<file path="src/rtl/mult_pkg.sv">
// mult_pkg: shared width default, strobe priority encoding and P-counter width helper
package mult_pkg;
  localparam int MULT_WIDTH_DEFAULT = 8;
  typedef enum logic [2:0] {STB_NONE, STB_READY, STB_LOAD, STB_ADD, STB_SHIFT, STB_DECR} stb_e;
  function automatic int p_width(input int w);
    return $clog2(w + 1);
  endfunction
endpackage

</file>
<file path="src/rtl/mult_operand_buf.sv">
// mult_operand_buf: one-entry operand staging (in_valid/in_ready/op_m/op_q in; pop in; full/buf_m/buf_q out)
module mult_operand_buf #(parameter int WIDTH = 8) (
  input  logic             clk,
  input  logic             rst,
  input  logic             in_valid,
  output logic             in_ready,
  input  logic [WIDTH-1:0] op_m,
  input  logic [WIDTH-1:0] op_q,
  input  logic             pop,
  output logic             full,
  output logic [WIDTH-1:0] buf_m,
  output logic [WIDTH-1:0] buf_q
);
  assign in_ready = !full;
  always_ff @(posedge clk or posedge rst)
    if (rst) begin
      full  <= 1'b0;
      buf_m <= '0;
      buf_q <= '0;
    end else if (in_valid && in_ready) begin
      full  <= 1'b1;
      buf_m <= op_m;
      buf_q <= op_q;
    end else if (pop) full <= 1'b0;
endmodule

</file>
<file path="src/rtl/mult_datapath.sv">
// mult_datapath: shift-add multiplier datapath (controller strobes in; pulso/zero out; staged operand input, valid/ready product output; sticky overrun port with MULT_DP_OVERRUN_EN)
module mult_datapath
  import mult_pkg::*;
#(
  parameter int WIDTH = MULT_WIDTH_DEFAULT
) (
  input  logic               clk,
  input  logic               rst,
  input  logic               in_valid,
  output logic               in_ready,
  input  logic [WIDTH-1:0]   op_m,
  input  logic [WIDTH-1:0]   op_q,
  input  logic               load_regs,
  input  logic               add_regs,
  input  logic               shift_regs,
  input  logic               decre_p,
  input  logic               ready,
  output logic               pulso,
  output logic               zero,
  output logic [2*WIDTH-1:0] product,
  output logic               out_valid,
`ifdef MULT_DP_OVERRUN_EN
  output logic               overrun,
`endif
  input  logic               out_ready
);
  localparam int PW = p_width(WIDTH);
  logic [WIDTH-1:0] m, a, q, buf_m, buf_q;
  logic [PW-1:0] p;
  logic c, busy, full, load_acc, ready_acc;
  stb_e stb;
  mult_operand_buf #(.WIDTH(WIDTH)) u_buf (
    .clk(clk), .rst(rst), .in_valid(in_valid), .in_ready(in_ready),
    .op_m(op_m), .op_q(op_q), .pop(load_acc), .full(full), .buf_m(buf_m), .buf_q(buf_q)
  );
  assign stb = ready ? STB_READY : load_regs ? STB_LOAD : add_regs ? STB_ADD :
               shift_regs ? STB_SHIFT : decre_p ? STB_DECR : STB_NONE;
  assign load_acc  = (stb == STB_LOAD) && !busy && full;
  assign ready_acc = (stb == STB_READY) && busy;
  assign zero  = (p == '0) || !busy;
  assign pulso = q[0] && !zero;
  always_ff @(posedge clk or posedge rst)
    if (rst) begin
      m         <= '0;
      a         <= '0;
      q         <= '0;
      c         <= 1'b0;
      p         <= '0;
      busy      <= 1'b0;
      product   <= '0;
      out_valid <= 1'b0;
    end else begin
      if (ready_acc) begin
        product <= {a, q};
        busy    <= 1'b0;
      end else if (load_acc) begin
        m    <= buf_m;
        q    <= buf_q;
        a    <= '0;
        c    <= 1'b0;
        p    <= PW'(WIDTH);
        busy <= 1'b1;
      end else if (stb == STB_ADD && !zero) {c, a} <= {1'b0, a} + {1'b0, m};
      else if (stb == STB_SHIFT && busy) {c, a, q} <= {1'b0, c, a, q[WIDTH-1:1]};
      else if (stb == STB_DECR && !zero) p <= p - PW'(1);
      out_valid <= ready_acc || (out_valid && !out_ready);
    end
`ifdef MULT_DP_OVERRUN_EN
  always_ff @(posedge clk or posedge rst)
    if (rst) overrun <= 1'b0;
    else if (ready_acc && out_valid && !out_ready) overrun <= 1'b1;
`endif
endmodule

</file>
<file path="config.mk">
export PLATFORM = sky130hd
export DESIGN_NAME = mult_datapath
export DESIGN_NICKNAME = d
export VERILOG_FILES = /design/src/rtl/mult_pkg.sv /design/src/rtl/mult_operand_buf.sv /design/src/rtl/mult_datapath.sv
export SDC_FILE = /design/constraint.sdc
export NUM_CORES = 1
export LEC_CHECK = 0
export ABC_AREA = 0
export BUFFER_PORTS_ARGS = -buffer_cell sky130_fd_sc_hd__buf_2
export CAP_MARGIN = 20
export CORE_MARGIN = 3
export CORE_UTILIZATION = 48
export CTS_BUF_LIST = sky130_fd_sc_hd__clkbuf_8
export CTS_CLUSTER_SIZE = 12
export DETAILED_ROUTE_END_ITERATION = 6
export PLACE_DENSITY = 0.81
export SETUP_SLACK_MARGIN = 0.02
export SLEW_MARGIN = 5
export SYNTH_ARGS = -nofsm -noshare
export SYNTH_HDL_FRONTEND = slang
export SYNTH_SLANG_ARGS = --single-unit
</file>
<file path="constraint.sdc">
create_clock -name clk -period 2.1 [get_ports clk]
set_clock_uncertainty 0.1 [all_clocks]
set_input_delay 0.525 -clock clk [delete_from_list [all_inputs] [get_ports clk]]
set_output_delay 0.525 -clock clk [all_outputs]
set_load 0.05 [all_outputs]
</file>
==> results.yml, run 1 <==
sta:
  finalSetupViolations: 3
  fmaxAchievable_ghz: 0.432
  slew_viol_final: 0
  tightest_slew_ps: 349
  rsz0062_at_grt: "yes"
  relSlewSlack_pct: 76.7
  final_hold_viol_count: 0
  fin_crit_sh_pct: 110
  period_minus_slack_ps: 2310
  final.setup.worst_slack_ps: -213
  hold_slack_ps: 169
clocking:
  clkSinkCount: 64
  hold_buffers: 0
  clock_latency_ps: 340
  clk_pin_slew_ps: 70
  numCtsBuffers: 9
  cts_tree: "done"
  clk_path_buf_depth: 2
  clockRootBuffer: "clkbuf_8"
  h-tree-depth: 3
final_layout:
  drive_gt1_share_pct: 38.6
  synthToLayoutAreaGrowth_pct: 23.0
  fin_cells: 414
  layout_common_cells: "dfrtp_1, nand2_1, buf_2"
  nFillCells: 494
  antennaDiodeCount: 0
  nets: 371
  final_common_cell: "dfrtp_1"
synthesis:
  synth_nets: 307
  synth_flop_cell: "dfrtp_1"
  synthArstFlopShare_pct: 100
  ys_warn_count: 0
  avgSynthCellArea_sq_um: 11.1
  syn_area_sq_um: 3000
  ys_types: 40
  synth-seq-area-share_pct: 53.4
  syn_inst: 271
  synth-edff-count: 0
  synth_seq_cells: 64
detailed_routing:
  vias_per_cell: 5.44
  via_count: 2252
  wire_per_inst_microns: 15.7
  firstDrtPassIters: 4
  wl_microns: 6510
  drt_iter0_markers: 131
  drc: 0
  postRouteAntennaNets: 0
global_routing:
  gr-total-overflow: 0
  first_global_vias: 2295
  antenna_found_initial: 0
  track_usage_pct: 18.6
  grt_max_degree: 65
  grt_pass1_wl_microns: 10400
critical_path:
  path_depth: 6
  worstPathArrival_ps: 1690
  slowest_delay_ps: 400
  cp_top_family: "simple AND/OR/NAND/NOR gates"
  startpoint_type: "flip-flop"
  r2r-start: "p[1]$_DFFE_PP0P_"
  critPathRequiredTime_ps: 1470
  cp-end-kind: "primary output"
  critPathBufInv: 2
  worstPathCellList: "inv_2, ha_4, nor3b_4, and2b_2, and2_4, buf_8"
  cp_max_fo: 3
  r2r_cells: 9
  worstSetupStartpoint: "p[1]$_DFFE_PP0P_"
  slowest_stage: "dfrtp_1"
  crit_type: "reg -> out"
floorplan:
  rows: 28
  die_w_microns: 85.1
  die_h_microns: 85.1
  initial_core_util_pct: 50.1
  dieArea_sq_um: 7240
  io_pins: 45
  core_sq_um: 5990
power_and_ir_drop:
  comb_power_share_pct: 33.9
  p_sw_share_pct: 36.2
  ir_worst_vdd_mv: 0.847
  p_leak_nw: 1.80
  internal_power_mw: 2.81
  seqPwrFrac_pct: 41.8
  p_clk_share_pct: 24.3
  powerDensity_nw_per_um2: 1190
  power_switching_mw: 1.60
placed_design:
  dp_cells: 390
  dp_hpwl_microns: 4310
  port_buffers: 44
  place.gp.congestion: 0.943
hold_path:
  hp-class: "in -> async"
outcome:
  status: "finished with violations"
  violations: "setup timing"
flow_run:
  maxCapViolCount: 0
-- final timing paths --
path / endpoint / slack [ps]
max in group asynchronous: u_buf.buf_m[3]$_DFFE_PP0P_ / 1480
max reg2reg: p[3]$_DFFE_PP0P_ / 0
min in group clk: out_valid$_DFF_PP0_ / 260
min reg2reg: m[3]$_DFFE_PP0P_ / 360
max: pulso / -210
min: product[3]$_DFFE_PP0P_ / 170
-- sequential cells by signal, indices dropped and copies added (netlist names) --
| name | flops |
|---|---|
| a | 8 |
| busy | 1 |
| c | 1 |
| m | 8 |
| out_valid | 1 |
| p | 4 |
| product | 16 |
| q | 8 |
| u_buf.buf_m | 8 |
| u_buf.buf_q | 8 |
| u_buf.full | 1 |
-- per-layer routing --
metal / vias to the layer above / part of all wire, % / GRT usage [%]
met2: 59 / 51 / 30.1
met1: 1115 / 42 / 22.2
met5: - / 0 / 0
li1: 1065 / - / -
met4: 0 / 1.9 / 8.20
met3: 13 / 5.1 / 6.89
-- Yosys cell counts (all sizes together), types with 2 or more instances --
master / n / share of area [%]
a211oi: 4 / 1.2
a21o: 2 / 0.50
a21oi: 6 / 1.0
a221oi: 2 / 0.58
a31oi: 10 / 2.1
and3: 4 / 0.83
and4b: 2 / 0.67
buf: 13 / 2.7
dfrtp: 64 / 53
ha: 10 / 4.2
inv: 9 / 1.1
mux2: 33 / 13
mux2i: 5 / 1.7
nand2: 54 / 6.8
nand3: 4 / 0.67
nor2: 16 / 2.0
nor2b: 3 / 0.63
nor3: 6 / 1.3
o21ai: 6 / 1.0
o22ai: 2 / 0.42
xor2: 3 / 0.88
-- worst register-to-register path: cells and delay by family, from the launching register on --
family | cells | cell delay (ps)
AOI/OAI and AO/OA | 1 | 60
DFF | 1 | 380
muxes | 1 | 320
and+or+nand+nor | 3 | 650
buffers and inverters | 3 | 330
adders and majority gates | 1 | 150
-- cell type report --
| class | count | area [sq um] | area share (%) |
|---|---|---|---|
| Sequential cell | 64 | 1600 | 43.4 |
| Multi-Input combinational cell | 184 | 1330 | 36.1 |
| Timing Repair Buffer | 67 | 422 | 11.4 |
| Clock buffer | 12 | 165 | 4.47 |
| Tap cell | 75 | 93.8 | 2.54 |
| Clock inverter | 3 | 40.0 | 1.08 |
| Inverter | 9 | 37.5 | 1.02 |
-- per-stage QoR --
| stage | TNS (ps) | util, % | cell area (sq um) | setup slack [ps] | total power, mW |
|---|---|---|---|---|---|
| floorplan | 0 | - | 3000 | 131 | 2.90 |
| global placement | 0 | 55.9 | 3350 | 71.8 | 3.21 |
| detailed placement | 0 | 55.9 | 3350 | 8.35 | 3.27 |
| CTS | -222 | 60.1 | 3600 | -146 | 4.37 |
| global route | -666 | 61.6 | 3690 | -290 | 4.66 |
| finish | -364 | 61.6 | 3690 | -213 | 4.40 |
-- cells by family after synthesis --
kind of cell             Yosys count  share of synthesized area, %
AO/OA/AOI/OAI                     38                          8.67
XOR/XNOR                           4                          1.17
adder cells (fa/ha/maj)           11                          4.84
buffers and inverters             23                          3.96
flip-flops                        64                          53.4
multiplexers                      38                          14.2
AND/OR/NAND/NOR                   93                          13.8
-- power by group through the flow --
stage	clock network, mW	registers (mW)	logic, mW
after CTS	1.10	1.84	1.44
after floorplan	0	2.22	0.688
after global placement	0	1.84	1.37
after detailed placement	0	1.86	1.42
after global routing	1.16	1.89	1.61
final	1.07	1.84	1.49
-- timing repair --
| action | CTS | global route |
|---|---|---|
| gates resized for setup | 8 | 10 |
| setup buffers | 3 | 6 |
| pin swaps | 1 | 2 |
| endpoints found under the setup margin | 3 | 4 |
No activity file was read; power rests on OpenSTA's default activity.
==> run 2, diff against run 1 <==
Settings changed: SYNTH_HIERARCHICAL from default to 1.
==> results.yml, run 2 <==
outcome:
  status: "finished, final reports clean"
sta:
  period_minus_slack_ps: 2030
  relSlewSlack_pct: 58.8
  fmaxAchievable_ghz: 0.492
  tightest_slew_ps: 617
  finalSetupViolations: 0
  final_hold_viol_count: 0
  fin_crit_sh_pct: 96.9
  rsz0062_at_grt: "yes"
  slew_viol_final: 0
synthesis:
  synth_xor_area_share_pct: 2.05
  synth_nets: 307
  synth_area_leaders: "dfrtp_1, mux2_2, nand2_1"
  synth-edff-count: 0
  synth_flop_cell: "dfrtp_1"
  synthSimpleGateAreaFrac_pct: 13.8
  netlist_top_cells_count: "dfrtp_1, nand2_1, mux2_2"
  synthAdderAreaFrac_pct: 4.86
  synthMuxAreaShare_pct: 13.2
  syn_area_sq_um: 2990
  ys_warn_count: 6
  synth_top_family_by_area: "simple AND/OR/NAND/NOR gates"
  synth_compound_area_share_pct: 9.05
  synth_top_area_cell: "dfrtp_1"
  yosysMostFrequentCell: "dfrtp_1"
  syn_inst: 271
  synth-seq-area-share_pct: 53.6
  synthArstFlopShare_pct: 100
  avgSynthCellArea_sq_um: 11.0
  ys_types: 41
  synth_seq_cells: 64
  synth_top_area_share_pct: 53.6
critical_path:
  critPathBufInv: 1
  worstPathArrival_ps: 2160
  cp-end-kind: "flip-flop"
  crit_path_frequent_cell: "or4_4"
  cp_top_family: "simple AND/OR/NAND/NOR gates"
  cp_max_fo: 2
  slowest_delay_ps: 430
  critPathRequiredTime_ps: 2220
  worstPathCellList: "inv_2, ha_2, nor3b_2, or4_4, or4_4, xor2_1, nand2_1"
  crit_type: "reg -> reg"
  startpoint_type: "flip-flop"
  slowest_stage: "or4_4"
flow_run:
  maxCapViolCount: 0
power_and_ir_drop:
  comb_power_share_pct: 40.3
  seqPwrFrac_pct: 39.5
  powerDensity_nw_per_um2: 1490
  ir_worst_vdd_mv: 0.756
  internal_power_mw: 3.33
  p_sw_share_pct: 38.9
  power_switching_mw: 2.12
  p_clk_share_pct: 20.2
  p_leak_nw: 1.82
  power.total_mw: 5.45
floorplan:
  io_pins: 45
  initial_core_util_pct: 49.9
  rows: 28
  core_sq_um: 5990
  die_w_microns: 84.9
  dieArea_sq_um: 7200
  die_h_microns: 84.9
final_layout:
  nFillCells: 511
  synthToLayoutAreaGrowth_pct: 22.7
  final_common_cell: "dfrtp_1"
  nets: 371
  antennaDiodeCount: 0
  top_register: "product"
  largest_register_ff_count: 16
  drive_gt1_share_pct: 36.2
  layout_common_cells: "dfrtp_1, nand2_1, buf_2"
  final_area_sq_um: 3670
clocking:
  clk_pin_slew_ps: 70
  clock_latency_ps: 330
  numCtsBuffers: 9
  hold_buffers: 0
  clk_path_buf_depth: 2
  clkSinkCount: 64
  h-tree-depth: 3
  cts_tree: "done"
  clockRootBuffer: "clkbuf_8"
global_routing:
  gr-total-overflow: 0
  first_global_vias: 2151
  grt_max_degree: 19
  track_usage_pct: 18.5
  grt_pass1_wl_microns: 10400
  antenna_found_initial: 0
placed_design:
  dp_hpwl_microns: 4570
  placed_cell_area_sq_um: 3380
  port_buffers: 44
  place.gp.congestion: 0.881
detailed_routing:
  vias_per_cell: 5.28
  wl_microns: 5930
  firstDrtPassIters: 4
  postRouteAntennaNets: 0
  drt_iter0_markers: 129
  wire_per_inst_microns: 14.3
  drc: 0
  via_count: 2193
hold_path:
  hp-class: "in -> async"
==> run 2: cell types whose count changed after synthesis, moves of 3 or more <==
cell,previous run,this run
and3_1,4,1
buf_2,8,1
clkbuf_1,1,9
mux2_2,32,22
mux2_4,1,9
mux2i_1,5,1
nand2b_1,0,5
o211ai_1,0,5
==> run 2: final cells by class <==
type	count	area [sq um]	share of cell area [%]
flip-flops and latches	64	1600	43.7
multi-input cells	184	1330	36.2
repair buffers	65	384	10.5
clock buffers	13	179	4.88
well taps	75	93.8	2.56
inverters	11	41.3	1.13
clock inverters	3	38.8	1.06
==> run 2: layer usage <==
metal	GRT usage [%]	routed length, microns	vias up
met3	4.66	344	9
met5	0	0	-
met4	10.1	113	0
met1	25.0	2670	1047
met2	27.4	2800	70
li1	-	-	1067
==> run 2: path summary, 6_finish.rpt <==
| path | startpoint | endpoint | slack [ps] | depth (start not counted) |
|---|---|---|---|---|
| worst max-delay path | p[0]$_DFFE_PP0P_ | p[3]$_DFFE_PP0P_ | 70 | 7 |
| worst min-delay path | rst | product[4]$_DFFE_PP0P_ | 100 | 2 |
| worst max register to register | p[0]$_DFFE_PP0P_ | p[3]$_DFFE_PP0P_ | 70 | 7 |
| worst min register to register | u_buf/buf_m[5]$_DFFE_PP0P_ | m[5]$_DFFE_PP0P_ | 370 | 2 |
| max in group asynchronous | rst | m[3]$_DFFE_PP0P_ | 1210 | 3 |
| min in group clk | out_ready | out_valid$_DFF_PP0_ | 290 | 2 |
==> run 2: cell families after synthesis <==
family          count (synthesis)
compound gates                 41
xor+xnor                        7
fa+ha+maj                      11
buf+inv                        23
flops                          64
mux                            32
simple gates                   93
==> run 2: power groups by stage <==
stage | Combinational [mW] | Sequential (mW) | Clock [mW]
CTS | 2.15 | 2.15 | 1.13
global placement | 2.07 | 2.14 | 0
finish | 2.20 | 2.15 | 1.10
floorplan | 1.19 | 2.57 | 0
detailed placement | 2.13 | 2.17 | 0
global route | 2.40 | 2.22 | 1.19
==> run 2: metrics by stage <==
| stage | hold slack [ps] | cells | setup WS, ps | setup TNS [ps] | util (%) |
|---|---|---|---|---|---|
| floorplan | 335 | 271 | -132 | -132 | - |
| global placement | 348 | 397 | -144 | -243 | 56.5 |
| detailed placement | 353 | 397 | -203 | -614 | 56.5 |
| CTS | 102 | 413 | 30.9 | 0 | 60.2 |
| global route | 122 | 415 | -26.3 | -27.6 | 61.2 |
| finish | 103 | 415 | 65.4 | 0 | 61.2 |
==> run 2: worst reg2reg max path: cells and delay by family (launching register included) <==
kind,cells,cell delay [ps]
simple gates,4,1080
xor+xnor,1,150
buf+inv,1,50
flops,1,370
fa+ha+maj,1,180
==> run 2: what timing repair did <==
action | 4_1_cts | 5_1_grt
buffers inserted | 0 | 2
hold endpoints to repair | 0 | 0
resized for setup | 1 | 13
endpoints found under the setup margin | 1 | 5
pin swaps | 1 | 2
==> run 3, diff against run 2 <==
Settings changed: PLACE_DENSITY 0.81 to 0.78.
Clock period 2.1 ns to 2.3 ns, I/O delays scaled along.
==> results.yml, run 3 (synthesized netlist as in run 2, its figures left out) <==
power_and_ir_drop:
  powerDensity_nw_per_um2: 1340
  ir_worst_vdd_mv: 0.635
  power.total_mw: 4.71
  p_leak_nw: 1.74
final_layout:
  final_common_cell: "dfrtp_1"
  drive_gt1_share_pct: 32.6
  synthToLayoutAreaGrowth_pct: 17.8
  layout_common_cells: "dfrtp_1, nand2_1, buf_2"
  largest_register_ff_count: 16
  postLayoutCoreUtil_pct: 58.7
  fin_cells: 403
  top_register: "product"
  nets: 360
  antennaDiodeCount: 0
floorplan:
  io_pins: 45
  dieArea_sq_um: 7200
  rows: 28
  initial_core_util_pct: 49.9
  die_h_microns: 84.9
  core_sq_um: 5990
  die_w_microns: 84.9
critical_path:
  critPathBufInv: 1
  slowest_delay_ps: 520
  worstPathCellList: "inv_1, ha_2, nor3b_2, or4_4, or4_4, xor2_1, nand2_1"
  cp-end-kind: "flip-flop"
  critPathRequiredTime_ps: 2410
  slowest_stage: "or4_4"
  cp_max_fo: 3
  crit_type: "reg -> reg"
  crit_path_frequent_cell: "or4_4"
  worstPathArrival_ps: 2320
  startpoint_type: "flip-flop"
  cp_top_family: "simple AND/OR/NAND/NOR gates"
clocking:
  clk_pin_slew_ps: 60
  cts_tree: "done"
  h-tree-depth: 3
  clock_latency_ps: 340
  hold_buffers: 0
  numCtsBuffers: 9
  clockRootBuffer: "clkbuf_8"
  clk_path_buf_depth: 2
  clkSinkCount: 64
detailed_routing:
  wl_microns: 5810
  drc: 0
  postRouteAntennaNets: 0
  drt_iter0_markers: 165
  vias_per_cell: 5.33
  wire_per_inst_microns: 14.4
  firstDrtPassIters: 4
  via_count: 2146
hold_path:
  hp-class: "in -> async"
sta:
  fmaxAchievable_ghz: 0.451
  finalSetupViolations: 0
  slew_viol_final: 0
  fin_crit_sh_pct: 96.4
  tightest_slew_ps: 644
  relSlewSlack_pct: 57.0
  final_hold_viol_count: 0
  rsz0062_at_grt: "no"
  period_minus_slack_ps: 2220
  fin_tns_setup_ps: 0
  final.setup.worst_slack_ps: 83.9
global_routing:
  grtUsageMet2_pct: 24.1
  grt_pass1_wl_microns: 9830
  gr-total-overflow: 0
  grt_max_degree: 48
  first_global_vias: 2058
  busiest_layer: "met1"
  antenna_found_initial: 0
  met1_usage_pct: 25.0
  use_met3_pct: 4.17
  track_usage_pct: 17.6
placed_design:
  place.gp.congestion: 0.808
  dp_cells: 387
  dp_hpwl_microns: 4260
  port_buffers: 44
  pre_cts_ws_ps: -74.3
outcome:
  status: "finished, final reports clean"
flow_run:
  maxCapViolCount: 0
[run 3: path summary, 6_finish.rpt]
kind	startpoint	endpoint	slack, ps	cells after the start
worst min register to register	u_buf/buf_m[7]$_DFFE_PP0P_	m[7]$_DFFE_PP0P_	360	2
worst min-delay path	rst	p[1]$_DFFE_PP0P_	180	3
min in group clk	out_ready	out_valid$_DFF_PP0_	320	2
max in group asynchronous	rst	u_buf/buf_m[7]$_DFFE_PP0P_	1450	2
worst max register to register	p[1]$_DFFE_PP0P_	p[3]$_DFFE_PP0P_	80	7
worst max-delay path	p[1]$_DFFE_PP0P_	p[3]$_DFFE_PP0P_	80	7
[run 3: report_power, final]
| group | internal (mW) | leakage (nW) | switching, mW |
|---|---|---|---|
| sequential | 1.62 | 0.787 | 0.337 |
| clock | 0.435 | 0.0924 | 0.395 |
| combinational | 0.757 | 0.858 | 1.17 |
| total | 2.81 | 1.74 | 1.90 |
[run 3: timing repair]
| item | in CTS | in global routing |
|---|---|---|
| setup buffers | 0 | 1 |
| gates resized for setup | 0 | 5 |
| setup endpoints to repair | 0 | 1 |
[run 3: layout make-up]
type	instances	area (sq um)
inverter	11	41.3
multi-input combinational	184	1300
clock inverter	4	21.3
fill	494	2470
tap	75	93.8
clock buffer	11	151
timing repair buffer	54	308
sequential	64	1600
[run 3: stage by stage]
step           hold slack (ps)  area (sq um)
2_1_floorplan              335          2990
3_3_place_gp               350          3320
3_5_place_dp               355          3320
4_1_cts                    174          3490
5_1_grt                    199          3520
6_report                   176          3520
[run 3: worst reg2reg max path, stage by stage, from the launching register on]
cell	delay, ps
dfrtp_1	370
inv_1	80
ha_2	180
nor3b_2	170
or4_4	530
or4_4	430
xor2_1	160
nand2_1	80
[run 3: per-layer routing]
layer,wire length (microns),vias to the layer above
met4,162,0
met3,333,14
li1,-,1049
met5,0,-
met2,2590,62
met1,2720,1021
